`config.mk`:
```
export PLATFORM = sky130hd
export DESIGN_NAME = write_flat
export DESIGN_NICKNAME = d
export VERILOG_FILES = /design/src/rtl/write_pkg.sv /design/src/rtl/write_if.sv /design/src/rtl/write_frame_deser.sv /design/src/rtl/write.sv /design/src/flat_wrapper.sv
export SDC_FILE = /design/constraint.sdc
export NUM_CORES = 1
export LEC_CHECK = 0
export ABC_CLOCK_PERIOD_IN_PS = 5000
export BUFFER_PORTS_ARGS = -buffer_cell sky130_fd_sc_hd__buf_2
export CORE_UTILIZATION = 40
export CTS_CLUSTER_DIAMETER = 200
export CTS_CLUSTER_SIZE = 20
export DETAILED_ROUTE_END_ITERATION = 12
export PLACE_DENSITY_LB_ADDON = 0.08
export SLEW_MARGIN = 20
export SYNTH_ARGS = -nofsm -noshare
export SYNTH_HDL_FRONTEND = slang
export SYNTH_SLANG_ARGS = --single-unit
```
`constraint.sdc`:
```
create_clock -name clk -period 5 [get_ports clk]
set_input_delay 1.5 -clock clk [delete_from_list [all_inputs] [get_ports clk]]
set_output_delay 1.5 -clock clk [all_outputs]
set_load 0.005 [all_outputs]
```
`src/rtl/write_pkg.sv`:
```
// Shared constants, FSM encoding and entry packing for the packet-buffer producer.
package write_pkg;

  localparam int unsigned DEPTH   = 6;
  localparam int unsigned ENTRY_W = 3;
  localparam int unsigned CNT_W   = 3;
  localparam int unsigned BUF_W   = DEPTH * ENTRY_W;
  localparam int unsigned NUM_BUF = 4;
  localparam int unsigned ID_W    = 2;
  localparam int unsigned DATA_W  = 2;
  localparam int unsigned ST_W    = 3;

  localparam logic [ST_W-1:0] ST_IDLE   = 3'd0;
  localparam logic [ST_W-1:0] ST_ID0    = 3'd1;
  localparam logic [ST_W-1:0] ST_ID1    = 3'd2;
  localparam logic [ST_W-1:0] ST_D0     = 3'd3;
  localparam logic [ST_W-1:0] ST_D1     = 3'd4;
  localparam logic [ST_W-1:0] ST_PAR    = 3'd5;
  localparam logic [ST_W-1:0] ST_COMMIT = 3'd6;

  localparam logic [ID_W-1:0] BUF1_ID = 2'd0;
  localparam logic [ID_W-1:0] BUF2_ID = 2'd1;
  localparam logic [ID_W-1:0] BUF3_ID = 2'd2;
  localparam logic [ID_W-1:0] BUF4_ID = 2'd3;

  // Entry layout: data in the upper bits, valid flag in bit 0.
  function automatic logic [ENTRY_W-1:0] pack_entry(input logic [DATA_W-1:0] data);
    return {data, 1'b1};
  endfunction

endpackage

```
`src/rtl/write_if.sv`:
```
// Serial input, pop strobes and buffer/status outputs of the packet-buffer producer.
interface write_if;
  import write_pkg::*;

  logic                   bit_in;
  logic                   bit_valid;
  logic [NUM_BUF-1:0]     pop;
  logic [BUF_W-1:0]       buffer1_o;
  logic [BUF_W-1:0]       buffer2_o;
  logic [BUF_W-1:0]       buffer3_o;
  logic [BUF_W-1:0]       buffer4_o;
  logic [CNT_W-1:0]       cnt1;
  logic [CNT_W-1:0]       cnt2;
  logic [CNT_W-1:0]       cnt3;
  logic [CNT_W-1:0]       cnt4;
  logic                   busy;
  logic                   drop;
  logic                   perr;

  modport master (
    output bit_in, bit_valid, pop,
    input  buffer1_o, buffer2_o, buffer3_o, buffer4_o,
    input  cnt1, cnt2, cnt3, cnt4, busy, drop, perr
  );

  modport slave (
    input  bit_in, bit_valid, pop,
    output buffer1_o, buffer2_o, buffer3_o, buffer4_o,
    output cnt1, cnt2, cnt3, cnt4, busy, drop, perr
  );

endinterface

```
`src/rtl/write_frame_deser.sv`:
```
// Serial frame deserialiser: start, id[1:0], data[1:0], even parity; one-cycle result in COMMIT.
module frame_deser
  import write_pkg::*;
(
  input  logic              clk,
  input  logic              rst_n,
  input  logic              bit_in,
  input  logic              bit_valid,
  output logic              busy,
  output logic              frm_valid,
  output logic [ID_W-1:0]   frm_id,
  output logic [DATA_W-1:0] frm_data,
  output logic              frm_perr
);

  logic [ST_W-1:0]        state_q, state_d;
  logic [ID_W+DATA_W-1:0] shift_q, shift_d;
  logic                   valid_d, perr_d;

  always_ff @(posedge clk) begin
    if (!rst_n) begin
      state_q   <= ST_IDLE;
      shift_q   <= '0;
      frm_valid <= 1'b0;
      frm_perr  <= 1'b0;
      busy      <= 1'b0;
    end else begin
      state_q   <= state_d;
      shift_q   <= shift_d;
      frm_valid <= valid_d;
      frm_perr  <= perr_d;
      busy      <= (state_d != ST_IDLE);
    end
  end

  // Advance only on strobed bits; COMMIT always lasts exactly one cycle.
  always_comb begin
    state_d = state_q;
    shift_d = shift_q;
    valid_d = 1'b0;
    perr_d  = 1'b0;
    case (state_q)
      ST_IDLE: if (bit_valid && bit_in) state_d = ST_ID0;
      ST_ID0:  if (bit_valid) begin shift_d = {shift_q[2:0], bit_in}; state_d = ST_ID1; end
      ST_ID1:  if (bit_valid) begin shift_d = {shift_q[2:0], bit_in}; state_d = ST_D0;  end
      ST_D0:   if (bit_valid) begin shift_d = {shift_q[2:0], bit_in}; state_d = ST_D1;  end
      ST_D1:   if (bit_valid) begin shift_d = {shift_q[2:0], bit_in}; state_d = ST_PAR; end
      ST_PAR: begin
        if (bit_valid) begin
          state_d = ST_COMMIT;
          valid_d = 1'b1;
          perr_d  = bit_in ^ (^shift_q);
        end
      end
      ST_COMMIT: state_d = ST_IDLE;
      default:   state_d = ST_IDLE;
    endcase
  end

  assign frm_id   = shift_q[3:2];
  assign frm_data = shift_q[1:0];

endmodule

```
`src/rtl/write.sv`:
```
// Packet-buffer producer: deserialised frames appended to four buffers, scheduler pops merged in.
module write
  import write_pkg::*;
(
  input  logic   clk,
  input  logic   rst_n,
  write_if.slave bus
);

  logic              frm_valid, frm_perr, busy;
  logic [ID_W-1:0]   frm_id;
  logic [DATA_W-1:0] frm_data;

  logic [BUF_W-1:0] buf_q [NUM_BUF];
  logic [BUF_W-1:0] buf_d [NUM_BUF];
  logic [CNT_W-1:0] cnt_q [NUM_BUF];
  logic [CNT_W-1:0] cnt_d [NUM_BUF];
  logic             drop_q, drop_d;
  logic             perr_q;

  frame_deser u_deser (
    .clk       (clk),
    .rst_n     (rst_n),
    .bit_in    (bus.bit_in),
    .bit_valid (bus.bit_valid),
    .busy      (busy),
    .frm_valid (frm_valid),
    .frm_id    (frm_id),
    .frm_data  (frm_data),
    .frm_perr  (frm_perr)
  );

  // Pop shifts first, then a good frame lands at the post-pop tail.
  always_comb begin
    drop_d = 1'b0;
    for (int k = 0; k < NUM_BUF; k++) begin
      buf_d[k] = buf_q[k];
      cnt_d[k] = cnt_q[k];
      if (bus.pop[k] && (cnt_q[k] != '0)) begin
        buf_d[k] = buf_q[k] >> ENTRY_W;
        cnt_d[k] = cnt_q[k] - CNT_W'(1);
      end
      if (frm_valid && !frm_perr && (frm_id == ID_W'(k))) begin
        if (cnt_d[k] == CNT_W'(DEPTH)) begin
          drop_d = 1'b1;
        end else begin
          for (int s = 0; s < DEPTH; s++) begin
            if (cnt_d[k] == CNT_W'(s)) buf_d[k][s*ENTRY_W +: ENTRY_W] = pack_entry(frm_data);
          end
          cnt_d[k] = cnt_d[k] + CNT_W'(1);
        end
      end
    end
  end

  always_ff @(posedge clk) begin
    if (!rst_n) begin
      for (int k = 0; k < NUM_BUF; k++) begin
        buf_q[k] <= '0;
        cnt_q[k] <= '0;
      end
      drop_q <= 1'b0;
      perr_q <= 1'b0;
    end else begin
      for (int k = 0; k < NUM_BUF; k++) begin
        buf_q[k] <= buf_d[k];
        cnt_q[k] <= cnt_d[k];
      end
      drop_q <= drop_d;
      perr_q <= frm_valid && frm_perr;
    end
  end

  assign bus.buffer1_o = buf_q[0];
  assign bus.buffer2_o = buf_q[1];
  assign bus.buffer3_o = buf_q[2];
  assign bus.buffer4_o = buf_q[3];
  assign bus.cnt1      = cnt_q[0];
  assign bus.cnt2      = cnt_q[1];
  assign bus.cnt3      = cnt_q[2];
  assign bus.cnt4      = cnt_q[3];
  assign bus.busy      = busy;
  assign bus.drop      = drop_q;
  assign bus.perr      = perr_q;

endmodule

```
`src/flat_wrapper.sv`:
```
// flat-port wrapper written by rule: the top's interface ports become plain ports
module write_flat import write_pkg::*;
  (clk, rst_n, bus_bit_in, bus_bit_valid, bus_pop, bus_buffer1_o, bus_buffer2_o, bus_buffer3_o, bus_buffer4_o, bus_cnt1, bus_cnt2, bus_cnt3, bus_cnt4, bus_busy, bus_drop, bus_perr);
  write_if bus_i ();
  input  logic clk;
  input  logic rst_n;
  input wire logic [$bits(bus_i.bit_in)-1:0] bus_bit_in;
  input wire logic [$bits(bus_i.bit_valid)-1:0] bus_bit_valid;
  input wire logic [$bits(bus_i.pop)-1:0] bus_pop;
  output wire logic [$bits(bus_i.buffer1_o)-1:0] bus_buffer1_o;
  output wire logic [$bits(bus_i.buffer2_o)-1:0] bus_buffer2_o;
  output wire logic [$bits(bus_i.buffer3_o)-1:0] bus_buffer3_o;
  output wire logic [$bits(bus_i.buffer4_o)-1:0] bus_buffer4_o;
  output wire logic [$bits(bus_i.cnt1)-1:0] bus_cnt1;
  output wire logic [$bits(bus_i.cnt2)-1:0] bus_cnt2;
  output wire logic [$bits(bus_i.cnt3)-1:0] bus_cnt3;
  output wire logic [$bits(bus_i.cnt4)-1:0] bus_cnt4;
  output wire logic [$bits(bus_i.busy)-1:0] bus_busy;
  output wire logic [$bits(bus_i.drop)-1:0] bus_drop;
  output wire logic [$bits(bus_i.perr)-1:0] bus_perr;
  assign bus_i.bit_in = bus_bit_in;
  assign bus_i.bit_valid = bus_bit_valid;
  assign bus_i.pop = bus_pop;
  assign bus_buffer1_o = bus_i.buffer1_o;
  assign bus_buffer2_o = bus_i.buffer2_o;
  assign bus_buffer3_o = bus_i.buffer3_o;
  assign bus_buffer4_o = bus_i.buffer4_o;
  assign bus_cnt1 = bus_i.cnt1;
  assign bus_cnt2 = bus_i.cnt2;
  assign bus_cnt3 = bus_i.cnt3;
  assign bus_cnt4 = bus_i.cnt4;
  assign bus_busy = bus_i.busy;
  assign bus_drop = bus_i.drop;
  assign bus_perr = bus_i.perr;
  write u_core (.clk(clk), .rst_n(rst_n), .bus(bus_i));
endmodule
```
==> impl_metrics.ini <==
[clocking]
cts_resized = 0
cts-htree-levels = 3
cts_tree = built
clkLatencyLatePin_ps = 360
cts_setup_buffers = 0
postCtsHoldBufs = 0
cts_made_buffers = 9
path_clk_slew_ps = 70
cts-root-buf = clkbuf_16
clock-sinks = 96
clk_path_buf_depth = 2

[worst_setup_path]
worstSetupPathType = in -> reg
worstPathCellList = buf_2, inv_1, buf_4, a211oi_1
path_buf_inv = 3
crit_arrival_ps = 3570
r2r-end = u_core.buf_q[3][10]
cpPeakStageDelay_ps = 730
crit_path_start_kind = input port
reg2reg_from = u_core.cnt_q[0][10]
crit_required_ps = 5270
cpMaxStageDelayCell = inv_1
endpoint_kind = register
ff2ff_path_depth = 9
critPathMaxFanout = 48
r2r_slack_ps = 2150
critPathTopFamily = buffers and inverters

[yosys]
seq_area_frac_synth_pct = 37.7
syn_area_per_cell_sq_um = 9.36
syn_area_sq_mm = 0.00510
synth_warnings = 0
ys_types = 53
synth_fp_nets = 585
syn_inst = 545
synthFlopType = dfxtp_1
ys_async_sr_fraction_pct = 0
synth_edf_count = 0
ys_seq_elements = 96

[hold_path]
hold_end = u_core.buf_q[1][15]
hold_path_startpoint = u_core.buf_q[1][15]
hold_class = reg -> reg
hold_depth = 2

[power_and_ir_drop]
power.density_mw_per_mm2 = 485
seq_power_share_pct = 33.1
switching_share_pct = 38.9
combPwrFrac_pct = 42.8
power_mw = 2.85
switchingPower_mw = 1.11
ir_drop_mv = 0.258
internal-power_mw = 1.74
leakagePower_nw = 2.89
clockPowerShare_pct = 24.1

[placed_design]
dp_hpwl_mm = 9.00
io_buffers = 94
gp_congestion = 0.793

[routing]
drt_first_pass_iters = 4
vias = 4238
drc = 0
wl_mm = 12.9
vias_per_cell = 5.37
routedWlPerCell_microns = 16.3
antenna_left = 0
drtIter0Drc = 241

[floorplanning]
rows = 40
die_h_microns = 115
initial_utilization_pct = 41.8
die-area_sq_mm = 0.0132
die_w_microns = 115
io_pins = 95
coreArea_sq_mm = 0.0122

[final_layout]
final_common_cell = dfxtp_1
drive_gt1_share_pct = 21.7
num-nets-final = 656
antennaDiodeCount = 0
layout_common_cells = dfxtp_1 (96), buf_2 (94), mux2i_1 (61)
n_fill_cell = 1193
areaGrowthSynthToFinish_pct = 15.3

[sta]
max_freq_ghz = 0.303
slew_viol_final = 0
finalSetupTns_ps = 0
hold_violations = 0
min_period_ps = 3300
slew_headroom_pct = 32.0
worstMarginPinSlew_ps = 1020
period_share_pct = 66.1
clock_skew_ps = 9.51
rsz0062_at_grt = false
setup_viol = 0

[grt]
met3_usage_pct = 2.37
busiest_layer = met2
met2_usage_pct = 33.1
grt.total_usage_pct = 20.4
grt_pass1_vias = 4051
gr-usage-met1_pct = 27.5
grt_antenna_before_repair = 0
grt_max_degree = 49
overflow = 0
grt_pass1_wl_mm = 21.1

[status]
outcome = finished, final reports clean

[job]
drv_cap = 0
-- cells in the mapped netlist (all sizes together) (11+ instances only) --
cell type / n / area, sq um
a211oi: 13 / 103
a21boi: 15 / 113
a21oi: 29 / 145
and3: 17 / 110
buf: 26 / 163
dfxtp: 96 / 1920
ha: 32 / 400
inv: 22 / 82.6
mux2i: 61 / 611
nand2: 41 / 178
nand3: 27 / 140
nand3b: 11 / 82.6
nor2: 26 / 97.6
o211ai: 18 / 135
o21ai: 26 / 138
-- final cells by class --
type | instances | area (sq um) | area share (%)
Clock buffer | 11 | 233 | 3.96
Clock inverter | 5 | 57.6 | 0.978
Inverter | 22 | 82.6 | 1.40
Multi-Input combinational cell | 392 | 2900 | 49.3
Sequential cell | 96 | 1920 | 32.7
Tap cell | 168 | 210 | 3.57
Timing Repair Buffer | 95 | 478 | 8.12
-- worst register-to-register path: cells and delay by family (launching register included) --
kind | cells | cell delay (ps)
fa+ha+maj | 2 | 490
flops | 1 | 370
compound gates | 2 | 580
simple gates | 3 | 1000
mux | 1 | 220
buf+inv | 1 | 90
-- power groups by stage --
stage | Sequential, mW | Combinational [mW] | Clock (mW)
floorplan | 0.947 | 1.00 | 0
global placement | 0.959 | 1.20 | 0
detailed placement | 0.962 | 1.21 | 0
CTS | 0.946 | 1.22 | 0.698
global route | 0.958 | 1.37 | 0.735
finish | 0.946 | 1.22 | 0.688
-- sequential cells by signal (all words and copies together) (netlist names) --
name / cells
u_core.u_deser.busy: 1
u_core.buf_q: 72
u_core.cnt_q: 12
u_core.u_deser.frm_perr: 1
u_core.bus.drop: 1
u_core.u_deser.frm_valid: 1
u_core.u_deser.shift_q: 4
u_core.u_deser.state_q: 3
u_core.bus.perr: 1
-- layer usage --
| layer | share of wire (%) | vias up |
|---|---|---|
| li1 | - | 2114 |
| met1 | 48 | 2025 |
| met2 | 48 | 86 |
| met3 | 3.1 | 13 |
| met4 | 1.6 | 0 |
| met5 | 0 | - |
-- logic make-up after synthesis --
kind of cell             after synthesis  synth area share, %
AO/OA/AOI/OAI                        135                 17.7
XOR/XNOR                               3                0.515
adder cells (fa/ha/maj)               32                 7.85
buffers and inverters                 57                 5.47
flip-flops                            96                 37.7
multiplexers                          63                 12.5
AND/OR/NAND/NOR                      159                 18.3
-- worst max path at each step --
stage	cells after the start	slack [ps]	end	startpoint
3_3_place_gp	4	1440	u_core.cnt_q[0][3]	rst_n
4_1_cts	4	1670	u_core.buf_q[1][8]	rst_n
6_report	4	1700	u_core.buf_q[1][8]	rst_n
2_1_floorplan	9	1940	u_core.buf_q[0][17]	bus_pop[0]
3_5_place_dp	4	1310	u_core.buf_q[1][8]	rst_n
5_1_grt	4	1490	u_core.buf_q[1][8]	rst_n
-- through the flow --
stage | setup slack, ps | utilization, % | instances | hold WS [ps] | cell area [sq um]
floorplan | 1940 | - | 545 | 465 | 5100
global placement | 1440 | 45.8 | 773 | 461 | 5590
detailed placement | 1310 | 45.8 | 773 | 460 | 5590
CTS | 1670 | 48.2 | 789 | 469 | 5880
global route | 1490 | 48.2 | 789 | 495 | 5880
finish | 1700 | 48.2 | 789 | 466 | 5880
Power figures use the tool's default switching activity.
